File: src/rtl/ucsbece154b_branch_predictor_if.sv
// Fetch-lookup and execute-resolve signal bundle between the core and the branch predictor.
// The core side uses the master modport and the predictor uses the slave modport.
interface ucsbece154b_branch_predictor_if #(
  parameter int NUM_GHR_BITS = 5
);
  logic [31:0]             PCF_i;
  logic                    StallF_i;
  logic                    BranchTakenF_o;
  logic [31:0]             BranchTargetF_o;
  logic [NUM_GHR_BITS-1:0] GHRF_o;
  logic                    UpdateValidE_i;
  logic                    UpdateIsJumpE_i;
  logic                    UpdateTakenE_i;
  logic [31:0]             UpdatePCE_i;
  logic [31:0]             UpdateTargetE_i;
  logic [NUM_GHR_BITS-1:0] UpdateGHRE_i;
  logic                    MispredictE_i;

  modport master (
    output PCF_i, StallF_i, UpdateValidE_i, UpdateIsJumpE_i, UpdateTakenE_i,
           UpdatePCE_i, UpdateTargetE_i, UpdateGHRE_i, MispredictE_i,
    input  BranchTakenF_o, BranchTargetF_o, GHRF_o
  );

  modport slave (
    input  PCF_i, StallF_i, UpdateValidE_i, UpdateIsJumpE_i, UpdateTakenE_i,
           UpdatePCE_i, UpdateTargetE_i, UpdateGHRE_i, MispredictE_i,
    output BranchTakenF_o, BranchTargetF_o, GHRF_o
  );
endinterface

File: src/rtl/ucsbece154b_branch_predictor.sv
// BTB plus direction predictor: combinational fetch lookup, resolve-time BTB/PHT/GHR update.
// Define BP_GSHARE_EN for gshare indexing (PC xor GHR); otherwise the predictor is bimodal.
module ucsbece154b_branch_predictor #(
  parameter int NUM_BTB_ENTRIES = 32,
  parameter int NUM_GHR_BITS    = 5
) (
  input  logic                           clk,
  input  logic                           reset,
  ucsbece154b_branch_predictor_if.slave  bp
);
  localparam int IDXW  = $clog2(NUM_BTB_ENTRIES);
  localparam int TAGW  = 32 - IDXW - 2;
  localparam int PHT_N = 1 << NUM_GHR_BITS;

  logic                    btb_valid_r  [NUM_BTB_ENTRIES];
  logic [TAGW-1:0]         btb_tag_r    [NUM_BTB_ENTRIES];
  logic [31:0]             btb_target_r [NUM_BTB_ENTRIES];
  logic                    btb_jump_r   [NUM_BTB_ENTRIES];
  logic [1:0]              pht_r        [PHT_N];

  logic [IDXW-1:0]         bidx_s;
  logic [IDXW-1:0]         ubidx_s;
  logic [NUM_GHR_BITS-1:0] pidx_s;
  logic [NUM_GHR_BITS-1:0] upidx_s;
  logic [NUM_GHR_BITS-1:0] ghr_s;
  logic                    hit_s;
  logic                    pred_dir_s;
  logic [1:0]              pht_cur_s;
  logic [1:0]              pht_upd_s;
  logic                    unused_bits_s;

  assign bidx_s     = bp.PCF_i[IDXW+1:2];
  assign ubidx_s    = bp.UpdatePCE_i[IDXW+1:2];
  assign hit_s      = btb_valid_r[bidx_s] && (btb_tag_r[bidx_s] == bp.PCF_i[31:IDXW+2]);
  assign pred_dir_s = pht_r[pidx_s][1];

`ifdef BP_GSHARE_EN
  logic [NUM_GHR_BITS-1:0] ghr_r;
  logic [NUM_GHR_BITS-1:0] ghr_next_s;

  assign ghr_s   = ghr_r;
  assign pidx_s  = bp.PCF_i[NUM_GHR_BITS+1:2] ^ ghr_r;
  assign upidx_s = bp.UpdatePCE_i[NUM_GHR_BITS+1:2] ^ bp.UpdateGHRE_i;
  assign unused_bits_s = ^{bp.PCF_i[1:0], bp.UpdatePCE_i[1:0]};

  // Recovery from a resolved mispredict overrides the speculative fetch-side shift.
  always_comb begin
    ghr_next_s = ghr_r;
    if (bp.UpdateValidE_i && bp.MispredictE_i) begin
      if (bp.UpdateIsJumpE_i) begin
        ghr_next_s = bp.UpdateGHRE_i;
      end else begin
        ghr_next_s = {bp.UpdateGHRE_i[NUM_GHR_BITS-2:0], bp.UpdateTakenE_i};
      end
    end else if (!bp.StallF_i && hit_s && !btb_jump_r[bidx_s]) begin
      ghr_next_s = {ghr_r[NUM_GHR_BITS-2:0], pred_dir_s};
    end else begin
      ghr_next_s = ghr_r;
    end
  end

  always_ff @(posedge clk) begin
    if (reset) begin
      ghr_r <= '0;
    end else begin
      ghr_r <= ghr_next_s;
    end
  end
`else
  assign ghr_s   = '0;
  assign pidx_s  = bp.PCF_i[NUM_GHR_BITS+1:2];
  assign upidx_s = bp.UpdatePCE_i[NUM_GHR_BITS+1:2];
  assign unused_bits_s = ^{bp.PCF_i[1:0], bp.UpdatePCE_i[1:0], bp.StallF_i,
                           bp.MispredictE_i, bp.UpdateGHRE_i};
`endif

  // Outputs are forced quiet while reset is held, before the state has been cleared.
  always_comb begin
    bp.BranchTargetF_o = btb_target_r[bidx_s];
    if (reset) begin
      bp.BranchTakenF_o = 1'b0;
      bp.GHRF_o         = '0;
    end else begin
      bp.BranchTakenF_o = hit_s && (btb_jump_r[bidx_s] || pred_dir_s);
      bp.GHRF_o         = ghr_s;
    end
  end

  // Saturating 2-bit counter step for the resolved branch.
  always_comb begin
    pht_cur_s = pht_r[upidx_s];
    pht_upd_s = pht_cur_s;
    if (bp.UpdateTakenE_i) begin
      if (pht_cur_s != 2'b11) pht_upd_s = pht_cur_s + 2'b01;
      else                    pht_upd_s = pht_cur_s;
    end else begin
      if (pht_cur_s != 2'b00) pht_upd_s = pht_cur_s - 2'b01;
      else                    pht_upd_s = pht_cur_s;
    end
  end

  always_ff @(posedge clk) begin
    if (reset) begin
      for (int i = 0; i < NUM_BTB_ENTRIES; i++) btb_valid_r[i] <= 1'b0;
      for (int i = 0; i < PHT_N; i++) pht_r[i] <= 2'b01;
    end else begin
      if (bp.UpdateValidE_i) btb_valid_r[ubidx_s] <= 1'b1;
      if (bp.UpdateValidE_i && !bp.UpdateIsJumpE_i) pht_r[upidx_s] <= pht_upd_s;
    end
  end

  // BTB payload needs no reset: it is only observed behind a valid bit.
  always_ff @(posedge clk) begin
    if (!reset && bp.UpdateValidE_i) begin
      btb_tag_r[ubidx_s]    <= bp.UpdatePCE_i[31:IDXW+2];
      btb_target_r[ubidx_s] <= bp.UpdateTargetE_i;
      btb_jump_r[ubidx_s]   <= bp.UpdateIsJumpE_i;
    end
  end
endmodule

File: src/flat_wrapper.sv
// flat-port wrapper written by rule: the top's interface ports become plain ports
module ucsbece154b_branch_predictor_flat 
#(
  parameter int NUM_BTB_ENTRIES = 32,
  parameter int NUM_GHR_BITS    = 5
)
  (clk, reset, bp_PCF_i, bp_StallF_i, bp_UpdateValidE_i, bp_UpdateIsJumpE_i, bp_UpdateTakenE_i, bp_UpdatePCE_i, bp_UpdateTargetE_i, bp_UpdateGHRE_i, bp_MispredictE_i, bp_BranchTakenF_o, bp_BranchTargetF_o, bp_GHRF_o);
  ucsbece154b_branch_predictor_if #(.NUM_GHR_BITS(NUM_GHR_BITS)) bp_i ();
  input  logic clk;
  input  logic reset;
  input wire logic [$bits(bp_i.PCF_i)-1:0] bp_PCF_i;
  input wire logic [$bits(bp_i.StallF_i)-1:0] bp_StallF_i;
  input wire logic [$bits(bp_i.UpdateValidE_i)-1:0] bp_UpdateValidE_i;
  input wire logic [$bits(bp_i.UpdateIsJumpE_i)-1:0] bp_UpdateIsJumpE_i;
  input wire logic [$bits(bp_i.UpdateTakenE_i)-1:0] bp_UpdateTakenE_i;
  input wire logic [$bits(bp_i.UpdatePCE_i)-1:0] bp_UpdatePCE_i;
  input wire logic [$bits(bp_i.UpdateTargetE_i)-1:0] bp_UpdateTargetE_i;
  input wire logic [$bits(bp_i.UpdateGHRE_i)-1:0] bp_UpdateGHRE_i;
  input wire logic [$bits(bp_i.MispredictE_i)-1:0] bp_MispredictE_i;
  output wire logic [$bits(bp_i.BranchTakenF_o)-1:0] bp_BranchTakenF_o;
  output wire logic [$bits(bp_i.BranchTargetF_o)-1:0] bp_BranchTargetF_o;
  output wire logic [$bits(bp_i.GHRF_o)-1:0] bp_GHRF_o;
  assign bp_i.PCF_i = bp_PCF_i;
  assign bp_i.StallF_i = bp_StallF_i;
  assign bp_i.UpdateValidE_i = bp_UpdateValidE_i;
  assign bp_i.UpdateIsJumpE_i = bp_UpdateIsJumpE_i;
  assign bp_i.UpdateTakenE_i = bp_UpdateTakenE_i;
  assign bp_i.UpdatePCE_i = bp_UpdatePCE_i;
  assign bp_i.UpdateTargetE_i = bp_UpdateTargetE_i;
  assign bp_i.UpdateGHRE_i = bp_UpdateGHRE_i;
  assign bp_i.MispredictE_i = bp_MispredictE_i;
  assign bp_BranchTakenF_o = bp_i.BranchTakenF_o;
  assign bp_BranchTargetF_o = bp_i.BranchTargetF_o;
  assign bp_GHRF_o = bp_i.GHRF_o;
  ucsbece154b_branch_predictor #(.NUM_BTB_ENTRIES(NUM_BTB_ENTRIES), .NUM_GHR_BITS(NUM_GHR_BITS)) u_core (.clk(clk), .reset(reset), .bp(bp_i));
endmodule
File: config.mk
export PLATFORM = sky130hd
export DESIGN_NAME = ucsbece154b_branch_predictor_flat
export DESIGN_NICKNAME = d
export VERILOG_FILES = /design/src/rtl/ucsbece154b_branch_predictor_if.sv /design/src/rtl/ucsbece154b_branch_predictor.sv /design/src/flat_wrapper.sv
export SDC_FILE = /design/constraint.sdc
export NUM_CORES = 2
export LEC_CHECK = 0
export BUFFER_PORTS_ARGS = -buffer_cell sky130_fd_sc_hd__buf_2
export CAP_MARGIN = 20
export CORE_MARGIN = 5
export CORE_UTILIZATION = 44
export CTS_BUF_LIST = sky130_fd_sc_hd__clkbuf_8
export DETAILED_ROUTE_END_ITERATION = 10
export GPL_ROUTABILITY_DRIVEN = 0
export PLACE_DENSITY = 0.6
export SYNTH_ARGS = -nofsm -noshare
export SYNTH_HDL_FRONTEND = slang
export SYNTH_SLANG_ARGS = --single-unit
File: constraint.sdc
create_clock -name clk -period 6.1 [get_ports clk]
set_clock_uncertainty 0.05 [all_clocks]
set_input_delay 0.61 -clock clk [delete_from_list [all_inputs] [get_ports clk]]
set_output_delay 0.61 -clock clk [all_outputs]
set_load 0.01 [all_outputs]
==> flow_summary.ini <==
[synthesis]
main_combinational_cell_family_by_area_after_synthesis = multiplexers
synth_area_sq_um = 75390
synth_top_area_share_pct = 76.47
adder_and_majority_gate_portion_of_the_synthesized_area_pct = 0.02655
synth_warnings = 0
synth.largest_area_cell = edfxtp_1
synth-compound-area-share_pct = 1.434
number_of_flops_mapped_to_enable_cells_by_yosys = 1920
postSynth.topFlopCell = edfxtp_1
async_flop_share_pct = 0
synth_cells = 3323
ys_top_cells_by_area = edfxtp_1 (76%), mux4_2 (16%), mux2i_1 (1.0%), dfxtp_1 (0.85%), mux2_2 (0.54%)
avgSynthCellArea_sq_um = 22.69
post_synth_xor_area_fraction_pct = 0.3253
synth_simple_gate_area_share_pct = 1.784
synth_seq_area_share_pct = 77.32
synthMuxAreaShare_pct = 17.64
synth_seq_cells = 1952
synth.distinct_cells = 52

[detailed_routing]
post_drt_wl_per_cell_microns = 30.52
post-route-drc-count = 0
post_detailed_routing_wire_length_mm = 189.5
via_count = 36230
drtPass1Iterations = 6
final_antenna_net_count = 0
drtIter0Drc = 3906
routed_via_density = 5.834

[clocking]
cts_buffers = 319
cts_tree = yes
cts_resized = 0
clock_sink_count = 1952
htree_num_levels = 5
post_cts_buffers = 0
cts-root-to-sink-buffers = 4
cts-hold-fix-buffers = 57
insertion_delay_ns = 1.01
cts_root_buf = clkbuf_8
clk_pin_slew_ns = 0.06

[floorplanning]
floorplan.die_area_sq_um = 179700
num_io_pins = 146
number_of_rows_in_the_core_area = 152
start_util_pct = 44.10
design.core.area_sq_um = 171000
die_y_microns = 423.9
x_dimension_of_the_die_microns = 423.9

[cells_and_area]
layout-area-overhead-vs-synth_pct = 13.30
drive_above_1_share_pct = 31.47
filler_free_cell_count_of_the_finished_design = 6209
finish.net_count = 3861
regArea_sq_um = 58300
finish.instance_area_sq_um = 85420
multiInputGateArea_sq_um = 16010
final.fill_count = 13540

[power]
internal_power_mw = 20.83
combPwrFrac_pct = 5.3
netSwitchingPower_mw = 5.843
power_per_cell_area_nw_per_um2 = 312.3
switching_share_pct = 21.90
power.share.sequential_pct = 55.7
vdd_ir_drop_max_mv = 0.2177
clockPowerShare_pct = 39.0
leakage_nw = 27.24

[grt]
antenna_violations_before_repair = 9
number_of_global_route_vias_before_repair = 37420
groute.usage.overall_pct = 21.06
grt_max_degree = 97
wire_length_of_the_first_global_routing_pass_mm = 272.1
gr-total-overflow = 0

[timing]
setup_ws_ns = 0.6553
slew_viol_final = 0
finalHoldViolations = 0
slew_headroom_pct = 29.97
maximum_operating_frequency_mhz = 183.7
sum_neg_setup_slack_ns = 0
timing.final.crit_share_pct = 89.26
grt_setup_unrepaired = false
post-route-min-period_ns = 5.445
finalSetupViolations = 0
max_slew.worst_pin.slew_ns = 1.050

[critical_path]
critical_path.endpoint_type = output port
crit_path_max_fanout = 65
arrival_time_at_the_worst_endpoint_ns = 4.78
worst_setup_path_start_kind = input port
required_ns = 5.44
path_class = in2out

[placement]
dp_slack_ns = 0.6272
placed_cells = 5607
detailedPlacementHpwl_mm = 99.16
io_buffers = 129
postPlaceCellArea_sq_um = 79160

[flow_run]
maxCapViolCount = 0

[outcome]
status = finished, final reports clean

[worst_hold_path]
worstHoldPathType = in2reg
-- cells by family after synthesis --
family	Yosys count
simple gates	280
mux	650
fa+ha+maj	2
buf+inv	252
flops	1952
other cells	1
xor+xnor	28
compound gates	158
-- stage by stage --
stage                     hold slack (ns)  util (%)  total power, mW
final                              0.2522     49.96            26.67
after global routing               0.1920     49.96            27.64
after CTS                          0.1321     49.94            26.91
after detailed placement           0.3941     46.30            16.53
after global placement             0.3929     46.30            16.51
after floorplan                    0.3769         -            15.96
-- cell type report --
class                      count  share of cell area (%)
sequential                  1952                   68.25
antenna                        4                 0.01172
clock inverter               209                   1.282
timing repair buffer         291                   2.719
inverter                      66                  0.3926
clock buffer                 331                   5.333
multi-input combinational   1123                   18.75
tap                         2233                   3.271
-- Yosys cell counts, drive strengths merged (4+ instances only) --
master / instances
edfxtp: 1920
mux4: 539
buf: 111
nand2: 88
clkbuf: 75
mux2i: 75
inv: 66
nor2: 59
o21ai: 49
nor3: 46
mux2: 36
or2: 34
dfxtp: 32
a21oi: 20
a22oi: 19
xnor2: 16
a221oi: 15
nor2b: 12
xor2: 12
a22o: 11
nor3b: 8
o31ai: 8
a211oi: 7
a221o: 7
nand2b: 7
and3: 5
nand4: 5
nor4: 5
nand3: 4
o211ai: 4
-- path summary, 6_finish.rpt --
check	slack (ns)	start	depth (start not counted)	endpoint
setup / recovery	0.66	bp_PCF_i[2]	12	bp_BranchTakenF_o
hold / removal	0.25	reset	3	u_core.btb_valid_r[29]$_DFF_P_
setup reg to reg	2.91	u_core.pht_r[21][1]$_SDFFCE_PN0P_	7	u_core.pht_r[2][1]$_SDFFCE_PN0P_
hold reg to reg	0.40	u_core.btb_valid_r[26]$_DFF_P_	2	u_core.btb_valid_r[26]$_DFF_P_
-- sequential cells by signal (all words and copies together) (netlist names) --
| name | flops |
|---|---|
| u_core.btb_jump_r | 32 |
| u_core.btb_tag_r | 800 |
| u_core.btb_target_r | 1024 |
| u_core.btb_valid_r | 32 |
| u_core.pht_r | 64 |
-- layer usage --
metal / track usage [%] / vias up / part of all wire, %
met1: 29.19 / 19720 / 41
met4: 4.744 / 2 / 1.9
met3: 4.134 / 256 / 6.3
met5: 0 / - / 0.0069
li1: - / 14910 / -
met2: 35.04 / 1339 / 50
-- worst max-delay path, cell delays in order --
cell and delay (ns):
buf_8 0.58, buf_12 0.38, buf_4 0.34, mux4_2 0.52, a22o_1 0.25, o21ai_0 0.20
o31ai_1 0.16, xor2_1 0.18, nor4_1 0.64, o21ai_1 0.36, nor4_2 0.27, buf_2 0.19
-- layout by cell type, fill, tap and decap left out, types with 36 or more instances in the layout --
cell	count
edfxtp_1	1920
mux4_2	539
clkbuf_8	332
buf_2	125
inv_1	122
nand2_1	88
buf_4	83
clkinv_1	80
mux2i_1	75
nor2_1	59
dlygate4sd3_1	57
o21ai_0	48
nor3_1	46
mux2_2	36
-- power groups by stage --
stage,combinational (mW),clock [mW],sequential [mW]
global placement,1.38,0,15.1
floorplan,0.826,0,15.1
global route,1.51,11.3,14.9
finish,1.41,10.4,14.9
CTS,1.43,10.6,14.9
detailed placement,1.39,0,15.1
Note: power is estimated with default switching activity, not from simulation.
